<file path="src/rtl/check_node_serial_if.sv">
// Stream bundle for the serial min-sum check node: one valid/ready input
// stream of variable-to-check messages and one of check-to-variable messages.
interface check_node_serial_if #(
  parameter int W = 16
);
  // Handshake: a beat transfers on a rising clock edge where valid and ready
  // are both high; a source holds valid and its payload until that edge.
  logic         in_valid;
  logic         in_ready;
  logic [W-1:0] in_msg;
  logic         out_valid;
  logic         out_ready;
  logic [W-1:0] out_msg;
  logic         out_last;
  logic         dbg_emit;

  modport slave (
    input  in_valid, in_msg, out_ready,
    output in_ready, out_valid, out_msg, out_last, dbg_emit
  );

  modport master (
    output in_valid, in_msg, out_ready,
    input  in_ready, out_valid, out_msg, out_last, dbg_emit
  );
endinterface

</file>
<file path="src/rtl/check_node_serial.sv">
// Serial offset-min-sum check node: collects DEG messages tracking min1/min2,
// the min1 index and sign parity, then emits DEG extrinsic messages.
module check_node_serial #(
  parameter int INT    = 8,
  parameter int FRAC   = 8,
  parameter int DEG    = 5,
  parameter int OFFSET = 0
) (
  input  logic              clk,
  input  logic              rst,
  check_node_serial_if.slave bus
);

  localparam int W  = INT + FRAC;
  localparam int CW = (DEG > 2) ? $clog2(DEG) : 1;
  localparam logic [W-2:0]  MAG_MAX = '1;
  localparam logic [W-2:0]  OFF     = (W-1)'(OFFSET);
  localparam logic [CW-1:0] LAST    = CW'(DEG - 1);

  typedef enum logic {
    S_COLLECT = 1'b0,
    S_EMIT    = 1'b1
  } state_t;

  state_t          r_state;
  state_t          w_state_nxt;
  logic [CW-1:0]   r_cnt;
  logic [CW-1:0]   r_idx;
  logic [W-2:0]    r_min1;
  logic [W-2:0]    r_min2;
  logic            r_parity;
  logic [DEG-1:0]  r_sign;

  logic            w_in_ready;
  logic            w_out_valid;
  logic            w_in_fire;
  logic            w_out_fire;
  logic            w_cnt_last;
  logic            w_in_neg;
  logic [W-2:0]    w_in_low;
  logic [W-2:0]    w_in_mag;
  logic [W-2:0]    w_mag;
  logic [W-2:0]    w_corr;
  logic            w_out_neg;

  assign w_cnt_last = (r_cnt == LAST);
  assign w_in_fire  = bus.in_valid && (r_state == S_COLLECT) && !rst;
  assign w_out_fire = bus.out_ready && (r_state == S_EMIT) && !rst;

  // State register
  always_ff @(posedge clk) begin
    if (rst) r_state <= S_COLLECT;
    else     r_state <= w_state_nxt;
  end

  // Next state and handshake outputs; both readies are held low during reset
  always_comb begin
    w_state_nxt = r_state;
    w_in_ready  = 1'b0;
    w_out_valid = 1'b0;
    case (r_state)
      S_COLLECT: begin
        w_in_ready = !rst;
        if (w_in_fire && w_cnt_last) w_state_nxt = S_EMIT;
      end
      S_EMIT: begin
        w_out_valid = !rst;
        if (w_out_fire && w_cnt_last) w_state_nxt = S_COLLECT;
      end
      default: w_state_nxt = S_COLLECT;
    endcase
  end

  // |in_msg| on W-1 bits; the most negative code has no positive twin and
  // saturates to the largest magnitude.
  assign w_in_neg = bus.in_msg[W-1];
  assign w_in_low = bus.in_msg[W-2:0];
  always_comb begin
    w_in_mag = w_in_low;
    if (w_in_neg) begin
      if (w_in_low == '0) w_in_mag = MAG_MAX;
      else                w_in_mag = ~w_in_low + 1'b1;
    end
  end

  // Datapath: running minima during collection, frame reinit on the last output
  always_ff @(posedge clk) begin
    if (rst) begin
      r_cnt    <= '0;
      r_idx    <= '0;
      r_min1   <= MAG_MAX;
      r_min2   <= MAG_MAX;
      r_parity <= 1'b0;
      r_sign   <= '0;
    end else if (w_in_fire) begin
      r_sign[r_cnt] <= w_in_neg;
      r_parity      <= r_parity ^ w_in_neg;
      if (w_in_mag < r_min1) begin
        r_min2 <= r_min1;
        r_min1 <= w_in_mag;
        r_idx  <= r_cnt;
      end else if (w_in_mag < r_min2) begin
        r_min2 <= w_in_mag;
      end
      r_cnt <= w_cnt_last ? '0 : r_cnt + 1'b1;
    end else if (w_out_fire) begin
      if (w_cnt_last) begin
        r_cnt    <= '0;
        r_idx    <= '0;
        r_min1   <= MAG_MAX;
        r_min2   <= MAG_MAX;
        r_parity <= 1'b0;
      end else begin
        r_cnt <= r_cnt + 1'b1;
      end
    end
  end

  // Extrinsic output: exclude own magnitude via min2, own sign via parity
  assign w_mag     = (r_cnt == r_idx) ? r_min2 : r_min1;
  assign w_corr    = (w_mag > OFF) ? (w_mag - OFF) : '0;
  assign w_out_neg = r_parity ^ r_sign[r_cnt];

  assign bus.in_ready  = w_in_ready;
  assign bus.out_valid = w_out_valid;
  assign bus.out_msg   = w_out_neg ? (W'(0) - {1'b0, w_corr}) : {1'b0, w_corr};
  assign bus.out_last  = w_cnt_last;
  assign bus.dbg_emit  = (r_state == S_EMIT);

endmodule
</file>
<file path="src/flat_wrapper.sv">
// flat-port wrapper written by rule: the top's interface ports become plain ports
module check_node_serial_flat 
#(
  parameter int INT    = 8,
  parameter int FRAC   = 8,
  parameter int DEG    = 5,
  parameter int OFFSET = 0
)
  (clk, rst, bus_in_valid, bus_in_msg, bus_out_ready, bus_in_ready, bus_out_valid, bus_out_msg, bus_out_last, bus_dbg_emit);
  check_node_serial_if bus_i ();
  input  logic clk;
  input  logic rst;
  input wire logic [$bits(bus_i.in_valid)-1:0] bus_in_valid;
  input wire logic [$bits(bus_i.in_msg)-1:0] bus_in_msg;
  input wire logic [$bits(bus_i.out_ready)-1:0] bus_out_ready;
  output wire logic [$bits(bus_i.in_ready)-1:0] bus_in_ready;
  output wire logic [$bits(bus_i.out_valid)-1:0] bus_out_valid;
  output wire logic [$bits(bus_i.out_msg)-1:0] bus_out_msg;
  output wire logic [$bits(bus_i.out_last)-1:0] bus_out_last;
  output wire logic [$bits(bus_i.dbg_emit)-1:0] bus_dbg_emit;
  assign bus_i.in_valid = bus_in_valid;
  assign bus_i.in_msg = bus_in_msg;
  assign bus_i.out_ready = bus_out_ready;
  assign bus_in_ready = bus_i.in_ready;
  assign bus_out_valid = bus_i.out_valid;
  assign bus_out_msg = bus_i.out_msg;
  assign bus_out_last = bus_i.out_last;
  assign bus_dbg_emit = bus_i.dbg_emit;
  check_node_serial #(.INT(INT), .FRAC(FRAC), .DEG(DEG), .OFFSET(OFFSET)) u_core (.clk(clk), .rst(rst), .bus(bus_i));
endmodule
</file>
<file path="config.mk">
export PLATFORM = sky130hd
export DESIGN_NAME = check_node_serial_flat
export DESIGN_NICKNAME = d
export VERILOG_FILES = /design/src/rtl/check_node_serial_if.sv /design/src/rtl/check_node_serial.sv /design/src/flat_wrapper.sv
export SDC_FILE = /design/constraint.sdc
export NUM_CORES = 1
export LEC_CHECK = 0
export ABC_AREA = 0
export ABC_CLOCK_PERIOD_IN_PS = 7000
export BUFFER_PORTS_ARGS = -buffer_cell sky130_fd_sc_hd__buf_2
export CAP_MARGIN = 10
export CORE_ASPECT_RATIO = 2
export CORE_MARGIN = 3
export CORE_UTILIZATION = 40
export CTS_BUF_LIST = sky130_fd_sc_hd__clkbuf_8
export DETAILED_ROUTE_END_ITERATION = 7
export PLACE_DENSITY_LB_ADDON = 0.08
export SYNTH_ARGS = -nofsm -noshare
export SYNTH_HDL_FRONTEND = slang
export SYNTH_SLANG_ARGS = --single-unit
</file>
<file path="constraint.sdc">
create_clock -name clk -period 7 [get_ports clk]
set_clock_uncertainty 0.05 [all_clocks]
set_input_delay 2.1 -clock clk [delete_from_list [all_inputs] [get_ports clk]]
set_output_delay 2.1 -clock clk [all_outputs]
set_load 0.03 [all_outputs]
</file>
==> flow_summary.ini, run 1 <==
[power_and_ir_drop]
p_int_mw = 0.400
p_sw_mw = 0.251
p_clk_frac = 0.245
power_frac_seq = 0.415
pwr_density_cell_nw_per_um2 = 162
power.share.combinational = 0.339
sw_frac_of_total = 0.385
p_leak_nw = 1.97
peakVddDrop_mv = 0.0880

[cts]
cts.sinks = 43
clk_latency_ns = 0.31
cts_hold_buf = 0
cts_resized = 0
cts_setup_buffers = 0
cts_tree = built
max-clock-path-buffers = 2
path_clk_slew_ns = 0.08
cts_max_level = 2
cts_made_buffers = 5
root_buffer = clkbuf_8

[synthesis]
synth_ff_type = dfxtp_1
synth_nets = 528
synth-async-reset-ratio = 0
netlist_instances = 475
synth_largest_area_cell = dfxtp_1
netlist.area_leader.share = 0.236
synth-edff-count = 0
netlist_area_sq_um = 3640
synth_cell_types = 45
ys_seq_area_frac = 0.236
synth_most_common_cell = nor2_1
synth_seq_cells = 43
ys_top_cells_by_count = 57 x nor2_1, 44 x nand2_1, 43 x dfxtp_1, 36 x inv_1, 33 x ha_1
avgSynthCellArea_sq_um = 7.67
ys_warn_count = 0
synth_area_leaders = dfxtp_1 24%, ha_1 11%, mux2i_1 7.7%, nor2_1 5.9%, o221a_1 4.6%

[setup_path]
crit_fanout = 20
crit_path_end = u_core.r_min2[9]$_SDFFE_PP1P_
reg2reg_depth = 8
cp-start-kind = input pin
crit_required_ns = 7.15
r2r_start = u_core.r_min1[8]$_SDFFE_PP1P_
crit_type = input pin to flip-flop
crit_arrival_ns = 6.11
endpoint_kind = flip-flop
reg2reg_slack_ns = 4.04
rr_endpoint = u_core.r_min2[9]$_SDFFE_PP1P_
crit_start = bus_in_msg[3]

[die]
rows = 48
fp.dieW_um = 73.5
die-area_sq_um = 10400
die_h_um = 141
design.core.area_sq_um = 8770
ios = 40
initial_utilization = 0.416

[route]
post_drt_wl_per_cell_um = 18.6
ant_nets = 0
finalWirelength_um = 11300
post_drt_via_cell_ratio = 5.90
drc_errors = 0
drt_iter0_markers = 179
num_vias = 3575
dr.pass1.iters = 7

[place]
place.gp.congestion = 0.900
hpwl_um = 8950
port-buffer-count = 39
dp.cells = 598

[status]
status = complete, no violations

[grt]
grt-ovfl-total = 0
grt_usage = 0.229
grt_pass1_wl_um = 18400
grt_pass1_vias = 3609
grt_max_degree = 33
antenna_found_initial = 0

[final_layout]
multi_input_area_sq_um = 2560
synthToLayoutAreaGrowth_pct = 10.0
drive_gt1_frac = 0.115
nNetsFinal = 558
diodes = 0
final_util = 0.457
final_cells = 606
seq_area_sq_um = 861
nFillCells = 909

[timing]
slew_violations = 0
hold_viol = 0
fin_setup_tns_ns = 0
worstMarginPinSlew_ns = 0.801
period_minus_slack_ns = 5.95
period_share = 0.850
relSlewSlack = 0.461
rsz0062_at_grt = no
fmax_mhz = 168
setup_viol = 0

[flow_run]
max_cap_viol_count = 0

[worst_hold_path]
holdCritPathClass = flip-flop to flip-flop
-- flip-flops by register name (all words and copies together), names as in the netlist --
name                 count
u_core.bus.dbg_emit      1
u_core.r_min2           15
u_core.r_idx             3
u_core.r_sign            5
u_core.r_parity          1
u_core.r_cnt             3
u_core.r_min1           15
-- critical path, stage by stage --
cell and delay (ns):
buf_2 0.13, or4_4 0.59, or3_1 0.41, o21ai_0 0.22
mux2i_1 0.51, ha_1 0.36, nand4_1 0.15, o41ai_1 0.10
a21o_1 0.15, a211oi_1 0.36, nand2_1 0.58, o221a_1 0.45
-- placed cells by master (no fill, tap or decap), types with 6 or more instances in the layout --
cell type  Yosys  layout
a21oi_1       27      27
buf_2          1      39
buf_4          0       6
dfxtp_1       43      43
ha_1          33      33
inv_1         36      37
mux2i_1       28      28
nand2_1       44      44
nand3_1       12      12
nand4_1       10      10
nor2_1        57      57
nor3_1        22      22
nor4_1         8       8
o21ai_0       16      16
o21bai_1      15      15
o221a_1       15      15
o31ai_1        6       6
or3_1          8       8
xnor2_1       14      14
xor2_1        11      11
-- worst min-delay path by stage --
stage	endpoint	depth (start not counted)	from
2_1_floorplan	u_core.r_idx[0]$_SDFFE_PP0P_	2	u_core.r_idx[0]$_SDFFE_PP0P_
4_1_cts	u_core.r_idx[2]$_SDFFE_PP0P_	2	u_core.r_idx[2]$_SDFFE_PP0P_
3_3_place_gp	u_core.r_idx[2]$_SDFFE_PP0P_	2	u_core.r_idx[2]$_SDFFE_PP0P_
6_report	u_core.r_idx[1]$_SDFFE_PP0P_	2	u_core.r_idx[1]$_SDFFE_PP0P_
5_1_grt	u_core.r_idx[2]$_SDFFE_PP0P_	2	u_core.r_idx[2]$_SDFFE_PP0P_
3_5_place_dp	u_core.r_idx[2]$_SDFFE_PP0P_	2	u_core.r_idx[2]$_SDFFE_PP0P_
-- routing by layer --
metal | up-vias | global-route usage | wire length [um]
met4 | 0 | 0.120 | 535
met3 | 36 | 0.0228 | 363
met5 | - | 0 | 0
met1 | 1679 | 0.242 | 4200
met2 | 88 | 0.424 | 6180
li1 | 1772 | - | -
-- per-stage QoR --
step | setup slack [ns] | cell area [sq um] | hold slack, ns | total power, mW
3_5_place_dp | 0.766 | 3920 | 0.425 | 0.498
4_1_cts | 1.07 | 4010 | 0.438 | 0.658
3_3_place_gp | 0.797 | 3920 | 0.416 | 0.496
6_report | 1.05 | 4010 | 0.435 | 0.651
2_1_floorplan | 1.27 | 3640 | 0.409 | 0.430
5_1_grt | 0.816 | 4010 | 0.451 | 0.691
-- power groups by stage --
stage	logic [mW]	clock network [mW]	registers (mW)
6_report	0.221	0.160	0.270
2_1_floorplan	0.161	0	0.269
4_1_cts	0.223	0.164	0.270
5_1_grt	0.245	0.174	0.272
3_5_place_dp	0.222	0	0.276
3_3_place_gp	0.220	0	0.276
-- cells by family (layout without fill, tap and decap cells) --
group           after synthesis  after routing  share of synthesized area
compound gates              105            105                      0.205
xor+xnor                     25             25                     0.0601
fa+ha+maj                    33             33                      0.113
buf+inv                      58             89                     0.0622
flops                        43             43                      0.236
mux                          31             31                     0.0862
simple gates                180            180                      0.237
-- layout make-up --
class	count	share of cell area
clock buffers	5	0.0172
clock inverters	3	0.00406
inverters	36	0.0337
multi-input cells	374	0.639
flip-flops and latches	43	0.215
well taps	100	0.0312
repair buffers	45	0.0599
Power figures use the tool's default switching activity.
==> run 2: changes to the inputs <==
Settings changed: GPL_TIMING_DRIVEN set to 0.
==> run 2 against run 1 <==
  * Fmax down 11%
  * Highest routed layer unchanged
  * Clock power up 11%
  * Largest cell class unchanged
  * Via count down 0.25%
  * Power up 3.9%
  * Largest power group unchanged
==> flow_summary.ini, run 2 (synthesis results as in run 1) <==
[final_layout]
multi_input_area_sq_um = 2560
synthToLayoutAreaGrowth_pct = 11.6
diodes = 0
nFillCells = 938
nNetsFinal = 574
final_cells = 622
drive_gt1_frac = 0.105
seq_area_sq_um = 861
final_cell_mix = 57 x nor2_1, 44 x nand2_1, 43 x dfxtp_1, 40 x buf_2, 36 x inv_1
final_common_cell = nor2_1
reg_top3 = u_core.r_min1 (15), u_core.r_min2 (15), u_core.r_sign (5)

[timing]
period_minus_slack_ns = 6.66
rsz0062_at_grt = no
worstMarginPinSlew_ns = 1.16
relSlewSlack = 0.223
fin_setup_tns_ns = 0
whs_ns = 0.438
period_share = 0.951
slew_violations = 0
hold_viol = 0
fmax_mhz = 150
setup_viol = 0

[grt]
grt-ovfl-total = 0
grt_usage = 0.236
grt_pass1_wl_um = 18800
grt_max_degree = 17
grt_pass1_vias = 3599
antenna_found_initial = 0

[cts]
cts_max_level = 2
cts.sinks = 43
clk_latency_ns = 0.32
max-clock-path-buffers = 2
path_clk_slew_ns = 0.11
cts_hold_buf = 0
cts_tree = built
root_buffer = clkbuf_8
cts_made_buffers = 5

[place]
port-buffer-count = 39
hpwl_um = 9670
place.gp.congestion = 0.919
dp.cells = 614

[route]
ant_nets = 0
dr.pass1.iters = 4
drt_iter0_markers = 166
num_vias = 3566
drc_errors = 0
post_drt_via_cell_ratio = 5.73
finalWirelength_um = 11800
post_drt_wl_per_cell_um = 19.0

[worst_hold_path]
holdCritPathClass = flip-flop to flip-flop

[setup_path]
crit_arrival_ns = 4.51
crit_required_ns = 4.85
path_common_cell = clkbuf_1
cpPeakStageDelay_ns = 0.59
path_cells = clkbuf_1 > xor2_1 > nor3_4 > clkbuf_1 > clkbuf_1 > mux2i_1 > ha_1 > a22o_1 > and3_1 > a21oi_1 > xnor2_1 > buf_2
slowest_stage = clkbuf_1
crit_fanout = 10
critPathBufInv = 4
endpoint_kind = primary output
crit_type = flip-flop to primary output
cp-start-kind = flip-flop
cpLargestDelayFamily = buffers and inverters

[power_and_ir_drop]
pwr_density_cell_nw_per_um2 = 166
p_leak_nw = 1.98
peakVddDrop_mv = 0.123

[die]
rows = 48
die-area_sq_um = 10400
initial_utilization = 0.416
die_h_um = 141
design.core.area_sq_um = 8770
fp.dieW_um = 73.5
ios = 40

[flow_run]
max_cap_viol_count = 0

[status]
status = complete, no violations
## run 2: metrics by stage
stage          area [sq um]  power, mW  setup slack (ns)  utilization
5_1_grt                4070      0.715            0.0220        0.464
2_1_floorplan          3640      0.430              1.27            -
4_1_cts                4060      0.681             0.124        0.463
6_report               4070      0.676             0.341        0.464
3_5_place_dp           3960      0.504             0.447        0.452
3_3_place_gp           3960      0.501             0.462        0.452
## run 2: what timing repair did
item	4_1_cts	5_1_grt
endpoints found under the setup margin	0	6
resized for setup	0	1
setup buffers	0	0
## run 2: routing by layer
layer  wire (um)  vias up  GRT usage
met5           0        -          0
met3         278       28     0.0200
met1        4430     1654      0.241
met2        6650       74      0.452
li1            -     1810          -
met4         483        0      0.117
## run 2: worst paths after layout
path / start / endpoint / slack (ns) / depth (start not counted)
worst min-delay path: u_core.r_idx[1]$_SDFFE_PP0P_ / u_core.r_idx[1]$_SDFFE_PP0P_ / 0.44 / 2
worst max-delay path: u_core.r_cnt[0]$_SDFFE_PP0P_ / bus_out_msg[13] / 0.34 / 12
worst max register to register: u_core.bus.dbg_emit$_SDFF_PP0_ / u_core.r_min2[1]$_SDFFE_PP1P_ / 3.86 / 8
worst min register to register: u_core.r_idx[1]$_SDFFE_PP0P_ / u_core.r_idx[1]$_SDFFE_PP0P_ / 0.44 / 2
## run 2: area by class of cell
class	instances	area share
well taps	100	0.0308
clock inverters	3	0.00646
inverters	36	0.0332
plain buffers	22	0.0225
repair buffers	39	0.0480
multi-input cells	374	0.630
flip-flops and latches	43	0.212
clock buffers	5	0.0169
## run 2: power breakdown
| group | switching [mW] | internal (mW) |
|---|---|---|
| Sequential | 0.0155 | 0.255 |
| Combinational | 0.149 | 0.0784 |
| Clock | 0.104 | 0.0743 |
## run 2: worst reg2reg max path: stages (launching register included)
cell and delay [ns]:
dfxtp_1 0.37, nor3b_1 0.94, o211ai_1 0.19, nor2_1 0.37, o211ai_1 0.19, nand2_1 0.13
nand2_1 0.14, clkbuf_1 0.31, o221a_1 0.34
==> run 3: changes to the inputs <==
Settings changed: CORE_UTILIZATION 40 to 50.
==> run 3 against run 2 <==
  * Non-clock buffer count did not move
  * Fmax up 1.2%
  * Clock-buffer cell count is the same
  * Sequential power about the same
  * Flip-flop and latch count unchanged
  * Final cell count down 1.6%
  * Via count increased by 1.5%
  * Design area is 0.62% higher
  * Critical endpoint is now bus_out_msg[14]
  * Largest power group unchanged
==> flow_summary.ini, run 3 (synthesis results as in run 1) <==
[place]
hpwl_um = 8950
pre_cts_slack_ns = 0.490
post_dp_cell_area_sq_um = 3950
port-buffer-count = 39
place.gp.congestion = 0.898

[setup_path]
crit_fanout = 10
slowest_stage = clkbuf_1
crit_start = u_core.r_cnt[0]$_SDFFE_PP0P_
critPathBufInv = 4
cpPeakStageDelay_ns = 0.59
crit_required_ns = 4.85
cpLargestDelayFamily = buffers and inverters
crit_type = flip-flop to primary output
crit_arrival_ns = 4.43
path_common_cell = clkbuf_1
endpoint_kind = primary output
path_cells = clkbuf_1 > xor2_1 > nor3_4 > clkbuf_1 > clkbuf_1 > mux2i_1 > ha_1 > nand2_1 > nor2_1 > a21oi_1 > xnor2_1 > buf_2
r2r_start = u_core.r_min1[8]$_SDFFE_PP1P_
cp-start-kind = flip-flop

[route]
num_vias = 3619
post_drt_wl_per_cell_um = 17.8
drt_iter0_markers = 183
ant_nets = 0
finalWirelength_um = 10900
post_drt_via_cell_ratio = 5.91
drc_errors = 0
dr.pass1.iters = 4

[timing]
fmax_mhz = 152
worstMarginPinSlew_ns = 1.11
rsz0062_at_grt = no
period_share = 0.940
hold_viol = 0
layout_setup_ws_ns = 0.422
period_minus_slack_ns = 6.58
slew_violations = 0
setup_viol = 0
relSlewSlack = 0.261
fin_setup_tns_ns = 0

[cts]
clk_latency_ns = 0.32
max-clock-path-buffers = 2
cts_max_level = 2
cts_hold_buf = 0
cts.sinks = 43
cts_tree = built
cts_made_buffers = 5
root_buffer = clkbuf_8
path_clk_slew_ns = 0.09

[worst_hold_path]
holdCritPathClass = flip-flop to flip-flop
hold_start = u_core.r_idx[2]$_SDFFE_PP0P_

[die]
initial_utilization = 0.521
fp.dieW_um = 66.4
rows = 43
design.core.area_sq_um = 6990
die_h_um = 127
ios = 40
die-area_sq_um = 8410

[grt]
grt_usage = 0.274
grt_max_degree = 14
grt_pass1_vias = 3649
grt-ovfl-total = 0
antenna_found_initial = 0
grt_pass1_wl_um = 17600

[power_and_ir_drop]
p_leak_nw = 2.00
p_sw_mw = 0.256
total_power_mw = 0.731
p_int_mw = 0.475
peakVddDrop_mv = 0.129
power.share.combinational = 0.309
power_frac_seq = 0.368
p_clk_frac = 0.323
pwr_density_cell_nw_per_um2 = 179
sw_frac_of_total = 0.351

[final_layout]
diodes = 0
nNetsFinal = 574
reg_top3 = u_core.r_min1 (15), u_core.r_min2 (15), u_core.r_sign (5)
final_cell_mix = 57 x nor2_1, 44 x nand2_1, 43 x dfxtp_1, 40 x buf_2, 37 x inv_1
final_common_cell = nor2_1
drive_gt1_frac = 0.103
final_area_sq_um = 4090
synthToLayoutAreaGrowth_pct = 12.3

[flow_run]
max_cap_viol_count = 0

[status]
status = complete, no violations
## run 3: path summary, 6_finish.rpt
path | to | slack, ns | cells after the start
max reg2reg | u_core.r_min2[4]$_SDFFE_PP1P_ | 3.90 | 11
min | u_core.r_idx[2]$_SDFFE_PP0P_ | 0.44 | 2
min reg2reg | u_core.r_idx[2]$_SDFFE_PP0P_ | 0.44 | 2
max | bus_out_msg[14] | 0.42 | 12
## run 3: per-stage QoR
stage / hold slack, ns / util / instances
final: 0.437 / 0.585 / 612
after global routing: 0.460 / 0.585 / 612
after CTS: 0.443 / 0.584 / 612
after detailed placement: 0.431 / 0.565 / 604
after global placement: 0.419 / 0.565 / 604
after floorplan: 0.409 / - / 475
## run 3: what timing repair did
action / CTS / global route
gates resized for setup: 0 / 1
setup buffers: 0 / 0
setup endpoints to repair: 0 / 6
## run 3: worst reg2reg max path: cells and delay by family, from the launching register on
family / cells / cell delay, ns
AO/OA/AOI/OAI: 5 / 1.13
buffers and inverters: 3 / 0.76
flip-flops: 1 / 0.42
AND/OR/NAND/NOR: 2 / 0.32
adder cells (fa/ha/maj): 1 / 0.31
## run 3: final cells by class
cell class	count	area [sq um]
clock buffer	5	68.8
fill	719	2900
inverter	36	135
sequential	43	861
buffer	22	91.3
tap	90	113
timing repair buffer	39	195
clock inverter	3	63.8
multi-input combinational	374	2560
## run 3: power by group through the flow
stage	Sequential [mW]	Clock [mW]	Combinational [mW]
floorplan	0.269	0	0.161
global placement	0.274	0	0.221
detailed placement	0.274	0	0.225
CTS	0.268	0.239	0.226
global route	0.270	0.247	0.247
finish	0.269	0.236	0.226
## run 3: routing by layer
layer	up-vias	part of all wire	track usage
li1	1804	-	-
met4	0	0.063	0.169
met2	105	0.55	0.518
met1	1666	0.36	0.266
met3	44	0.032	0.0337
met5	-	0	0
